$ cat src/rtl/fork_buffered_dataless.sv
// fork_buffered_dataless
// ---------------------------------------------------------------------------
// Dataless eager fork with a token-counting input buffer. Every token taken
// on the input channel is offered on all OUTPUTS output channels. Each output
// takes its copy independently. A token retires only once every output has
// taken it. Up to SLOTS tokens can be buffered.
//
// Handshake: a transfer happens on a channel in any cycle where valid and
// ready are both high at the rising clk edge. ins_ready and outs_valid are
// decoded from registered state only. Neither depends combinationally on
// ins_valid or outs_ready.
//
// Ports:
//   clk         rising-edge clock
//   rst         asynchronous, active-high reset
//   ins_valid   input token offered
//   ins_ready   room for another token (count != SLOTS)
//   outs_valid  per-output token offered (head present, not yet taken here)
//   outs_ready  per-output consumer ready
// ---------------------------------------------------------------------------
module fork_buffered_dataless #(
    parameter int OUTPUTS = 2,
    parameter int SLOTS   = 2
) (
    input  logic               clk,
    input  logic               rst,
    input  logic               ins_valid,
    output logic               ins_ready,
    output logic [OUTPUTS-1:0] outs_valid,
    input  logic [OUTPUTS-1:0] outs_ready
);

    localparam int CW = $clog2(SLOTS + 1);
    localparam logic [CW-1:0] FULL = CW'(SLOTS);

    logic [CW-1:0]      count;
    logic [OUTPUTS-1:0] sent;
    logic [OUTPUTS-1:0] done;
    logic               head;
    logic               all_done;
    logic               in_acc;

    assign head       = (count != '0);
    assign ins_ready  = (count != FULL);
    assign outs_valid = head ? ~sent : '0;

    // An output is done with the head token if it already took it in an
    // earlier cycle or takes it this cycle.
    assign done     = sent | (outs_valid & outs_ready);
    assign all_done = head && (&done);
    assign in_acc   = ins_valid && ins_ready;

    always_ff @(posedge clk or posedge rst) begin
        if (rst) begin
            sent <= '0;
        end else if (all_done) begin
            sent <= '0;
        end else if (head) begin
            sent <= done;
        end
    end

    // ins_ready is low when full, so count cannot pass SLOTS. all_done needs
    // a head, so count cannot go below zero.
    always_ff @(posedge clk or posedge rst) begin
        if (rst) begin
            count <= '0;
        end else if (in_acc && !all_done) begin
            count <= count + CW'(1);
        end else if (!in_acc && all_done) begin
            count <= count - CW'(1);
        end
    end

endmodule

$ cat config.mk
export PLATFORM = sky130hd
export DESIGN_NAME = fork_buffered_dataless
export DESIGN_NICKNAME = d
export VERILOG_FILES = /design/src/rtl/fork_buffered_dataless.sv
export SDC_FILE = /design/constraint.sdc
export NUM_CORES = 1
export LEC_CHECK = 0
export CORE_AREA = 2 2 39 41
export CTS_CLUSTER_SIZE = 40
export DETAILED_ROUTE_END_ITERATION = 10
export DIE_AREA = 0 0 41 43
export HOLD_SLACK_MARGIN = 0.03
export SYNTH_ARGS = -nofsm -noshare
export SYNTH_HDL_FRONTEND = slang
export SYNTH_SLANG_ARGS = --single-unit
$ cat constraint.sdc
create_clock -name clk -period 1.3 [get_ports clk]
set_input_delay 0.39 -clock clk [delete_from_list [all_inputs] [get_ports clk]]
set_output_delay 0.39 -clock clk [all_outputs]
set_load 0.01 [all_outputs]
Word level (Yosys, flattened, before mapping)
Index checks and enable logic that the tools add are counted.
{"block": "totals", "register_bits": 4, "output_inout_bits": 3, "input_bits": 5}
{"block": "classes", "n_reduce_logical": 10, "bitwise_logic": 3, "muxes": 5, "addsub": 2, "eq_ne": 1}
{"operator": "$mux 2", "count": 5}
{"operator": "$reduce_bool 2->1", "count": 3}
{"operator": "$logic_and 1x1->1", "count": 4}
{"operator": "$add 2x1->2 const B", "count": 1}
{"operator": "$and 2x2->2", "count": 1}
{"operator": "$logic_not 1->1", "count": 2}
{"operator": "$ne 2x2->1 const B", "count": 1}
{"operator": "$not 2->2", "count": 1}
{"operator": "$or 2x2->2", "count": 1}
{"operator": "$reduce_and 2->1", "count": 1}
{"operator": "$sub 2x1->2 const B", "count": 1}

Depth between registers and ports, before layout
Gate-level depths: netlist of run 1.
{"block": "depth", "depth_word": 9, "mapped_depth": 7, "depth_no_buf": 7}

Worst setup path after synthesis of run 1
No wires, ideal clock.
{"block": "synth_path", "path_kind": "register to register", "from": "reg count[0]", "to": "reg count[1]", "setup_ps": 79, "required_time_ps": 1221, "arrival_ps": 1323, "path_stages_with_launch": 6, "synth_period_minus_slack_ps": 1402, "n_path_buf": 0, "slack_ps": -102, "cell_sequence": "dfrtp_1 nand2b_1 and2_1 ha_1 nor2_1 xor2_1"}
{"block": "synth_via", "word_cells_on_any_way": 17, "classes_between": "add/sub (2); eq/ne (1); mux (3); bitwise (2); reduce/logical (9)"}
{"item": "start, declared", "line": "36", "source": "logic [CW-1:0] count;"}
{"item": "start signal, assigned", "line": "69", "source": "count <= count + CW'(1);"}
{"item": "start signal, assigned", "line": "71", "source": "count <= count - CW'(1);"}
{"item": "$ne 2x2->1 (*)", "line": "44", "source": "assign ins_ready = (count != FULL);"}
{"item": "named net ins_ready", "line": "28", "source": "output logic ins_ready,"}
{"item": "$logic_and 1x1->1 (*)", "line": "51", "source": "assign in_acc = ins_valid && ins_ready;"}
{"item": "$logic_not 1->1", "line": "70", "source": "end else if (!in_acc && all_done) begin"}
{"item": "$logic_and 1x1->1", "line": "70"}
{"item": "$reduce_bool 2->1 (no line)"}
Mark *: on every way through the listed nets, which the timed path passes. The rest lies on a longest branch. The select of a mux whose other input is x is not followed.
A chain may end at the register's enable or synchronous reset.

Worst setup path in the final report of run 1
{"block": "layout_path", "from": "in outs_ready[1]", "to": "reg count[1]"}
{"block": "layout_via", "elab_chain_cells": 7, "word_cells_on_any_way": 9, "classes_between": "mux (1); bitwise (2); reduce/logical (6)"}
{"item": "start, declared", "line": "30", "source": "input logic [OUTPUTS-1:0] outs_ready"}
{"item": "$and 2x2->2 (*)", "line": "49", "source": "assign done = sent | (outs_valid & outs_ready);"}
{"item": "$or 2x2->2 (*)", "line": "49"}
{"item": "$reduce_and 2->1 (*)", "line": "50", "source": "assign all_done = head && (&done);"}
{"item": "$logic_and 1x1->1 (*)", "line": "50"}
{"item": "$logic_not 1->1", "line": "68", "source": "end else if (in_acc && !all_done) begin"}
{"item": "$logic_and 1x1->1", "line": "68"}
{"item": "$mux 2 or $reduce_bool 2->1 (tied branches)"}
Every way passes the cells marked *; elsewhere a longest branch is shown, timed or not.

==> impl_metrics.toml, run 1 <==
[global_routing]
grt_max_degree = 5
grt_pass1_vias = 245
antenna_found_initial = 0
grt_util_all_layers = 0.0856
grt_pass1_wl_um = 938
grt.overflow.total = 0

[timing]
finalCriticalPeriod_ns = 1.42
max_slew_margin = 0.875
fmax_ghz = 0.706
worstMarginPinSlew_ns = 0.186
worst_slack_ns = -0.116
hold_viol_final = 0
finalSetupViolations = 4
slew_viol_final = 0
post-route-period-util = 1.09
fin_skew_ns = 0.00334
rsz0062_at_grt = "yes"

[die]
start_util = 0.155
die-area_um2 = 1760
rows = 14
coreArea_um2 = 1380
dieHeight_um = 43
die_w_um = 41
io_pins = 8

[power]
seqPwrFrac = 0.217
pwr-share-clk = 0.140
swShare = 0.359
p_per_area_nw_per_um2 = 2590
switchingPower_uw = 387
peakVddDrop_uv = 773
internal_power_uw = 691
p_leak_uw = 0.000199
p_comb_frac = 0.642

[synthesis]
ys_types = 11
yosysTopAreaCell = "dfrtp_1"
ys_seq_area_frac = 0.468
yosysTopAreaCellShare = 0.468
syn_area_per_cell_um2 = 8.56
async_flop_share = 1.00
syn-num-nets = 31
synth_area_um2 = 214
syn_inst = 25
synthTopCellsByArea = "dfrtp_1 (47%), nor2_1 (18%), xor2_1 (8.2%)"
yosysMostFrequentCell = "nor2_1"
ys_warn_count = 0
synth_enable_flop_cells = 0
synth_seq_cells = 4
synth_top_flop_cell = "dfrtp_1"
netlist_top_cells_count = "nor2_1 (10), dfrtp_1 (4), a21oi_1 (2), xor2_1 (2)"

[layout]
finish.utilization = 0.301
drive_above_1_share = 0.465
area_delta_synth_final_pct = 94.7
stdcell_count = 59
n_fill_cell = 155
nets = 51
num_antenna_cells = 0
stdcell_area_um2 = 417

[hold_path]
hold_class = "input pin to async pin"

[detailed_routing]
drcViolationCount = 0
route.detailed.wl_per_inst_um = 8.34
viasPerCell = 3.64
dr.pass1.iters = 2
drtIter0Drc = 3
num_vias = 215
ant_nets = 0
wl_um = 492

[run]
maxCapViolCount = 0

[placement]
place.gp.congestion = 0.648
dp_cells = 53
placed_cell_area_um2 = 367
io_buffers = 7

[clock_network]
clk_path_buf_depth = 2
cts_made_buffers = 3
cts_tree = "done"
cts.clk_slew.worst_paths_ns = 0.04
clk_root_buffer_cell = "clkbuf_4"
clock-sinks = 4
cts_htree_levels = 1
worstSkewPairLatency_ns = 0.23

[worst_setup_path]
critPathMaxFanout = 2
critPathArrivalTime_ns = 1.57
crit_path_start_kind = "input pin"
endpoint_kind = "flip-flop"
worst_ep_required_time_ns = 1.45
critPathKind = "input pin to flip-flop"

[run_status]
violations = "negative setup slack"
outcome = "complete, but fails checks"
==> registers in the layout, indices dropped and copies added, names as in the netlist <==
signal,count
count,2
sent,2
==> repair_timing <==
| action | CTS | global route |
|---|---|---|
| setup endpoints to repair | 5 | 5 |
| gates resized for setup | 16 | 2 |
| pin swaps | 5 | 7 |
| setup buffers | 3 | 0 |
| hold buffers | 0 | 0 |
==> power groups by stage <==
stage / Sequential, µW / Clock (µW) / Combinational (µW)
2_1_floorplan: 257 / 0 / 325
4_1_cts: 234 / 161 / 672
5_1_grt: 242 / 176 / 776
6_report: 234 / 151 / 693
3_5_place_dp: 250 / 0 / 602
3_3_place_gp: 250 / 0 / 600
==> metal layers <==
layer | vias up | global-route usage | share of wire
met2 | 4 | 0.119 | 0.56
li1 | 116 | - | -
met4 | 0 | 0.100 | 0
met3 | 0 | 0.0314 | 0.053
met5 | - | 0 | 0
met1 | 95 | 0.0844 | 0.39
==> per-stage QoR <==
step / TNS, ns / hold slack, ns / power [µW] / worst slack [ns]
floorplan: -0.0552 / 0.156 / 582 / -0.0552
global placement: -1.45 / 0.544 / 849 / -0.535
detailed placement: -1.47 / 0.541 / 852 / -0.539
CTS: -0.293 / 0.330 / 1070 / -0.124
global route: -0.553 / 0.333 / 1190 / -0.206
finish: -0.286 / 0.332 / 1080 / -0.116
==> cell usage in the layout (no fill, tap or decap) <==
cell type and n:
buf_6 2, inv_1 1, o21ai_2 1, xnor2_1 1, clkbuf_4 3, clkdlybuf4s50_1 3, and2_4 1, dfrtp_1 4
dlygate4sd2_1 1, ha_4 1, nand2b_4 1, nor2_1 8, buf_2 2, buf_4 7, nor2_2 1, or2_1 1
a21oi_1 2, xor2_1 2, nor2_4 1
==> path summary, 6_finish.rpt <==
path,endpoint,depth (start not counted),start,slack [ns]
min in group clk,sent[0],2,sent[0],0.54
max in group asynchronous,sent[0],2,rst,0.82
hold reg to reg,sent[0],2,sent[0],0.54
setup reg to reg,count[1],8,count[0],-0.10
setup / recovery,count[1],6,outs_ready[1],-0.12
hold / removal,count[0],2,rst,0.33
==> logic make-up after synthesis <==
group,Yosys count,synth area share
adder cells (fa/ha/maj),1,0.0585
AND/OR/NAND/NOR,13,0.263
flip-flops,4,0.468
AO/OA/AOI/OAI,3,0.0702
XOR/XNOR,3,0.123
buffers and inverters,1,0.0175
==> layout make-up <==
class / count / area [µm²] / area share
multi-input cells: 20 / 146 / 0.351
inverters: 1 / 3.75 / 0.00901
repair buffers: 15 / 124 / 0.297
clock buffers: 3 / 22.5 / 0.0541
flip-flops and latches: 4 / 100 / 0.240
well taps: 16 / 20.0 / 0.0480
==> critical path, stage by stage <==
cell,delay (ns)
clkdlybuf4s50_1,0.51
o21ai_2,0.08
ha_4,0.16
xor2_1,0.15
nor2_1,0.13
xor2_1,0.16
Power figures use the tool's default switching activity.
==> run 2, diff against run 1 <==
CTS_BUF_LIST = sky130_fd_sc_hd__clkbuf_4   (was unset)
==> results of run 2 <==
Final layout, timing and power as in run 1 (identical DEF).
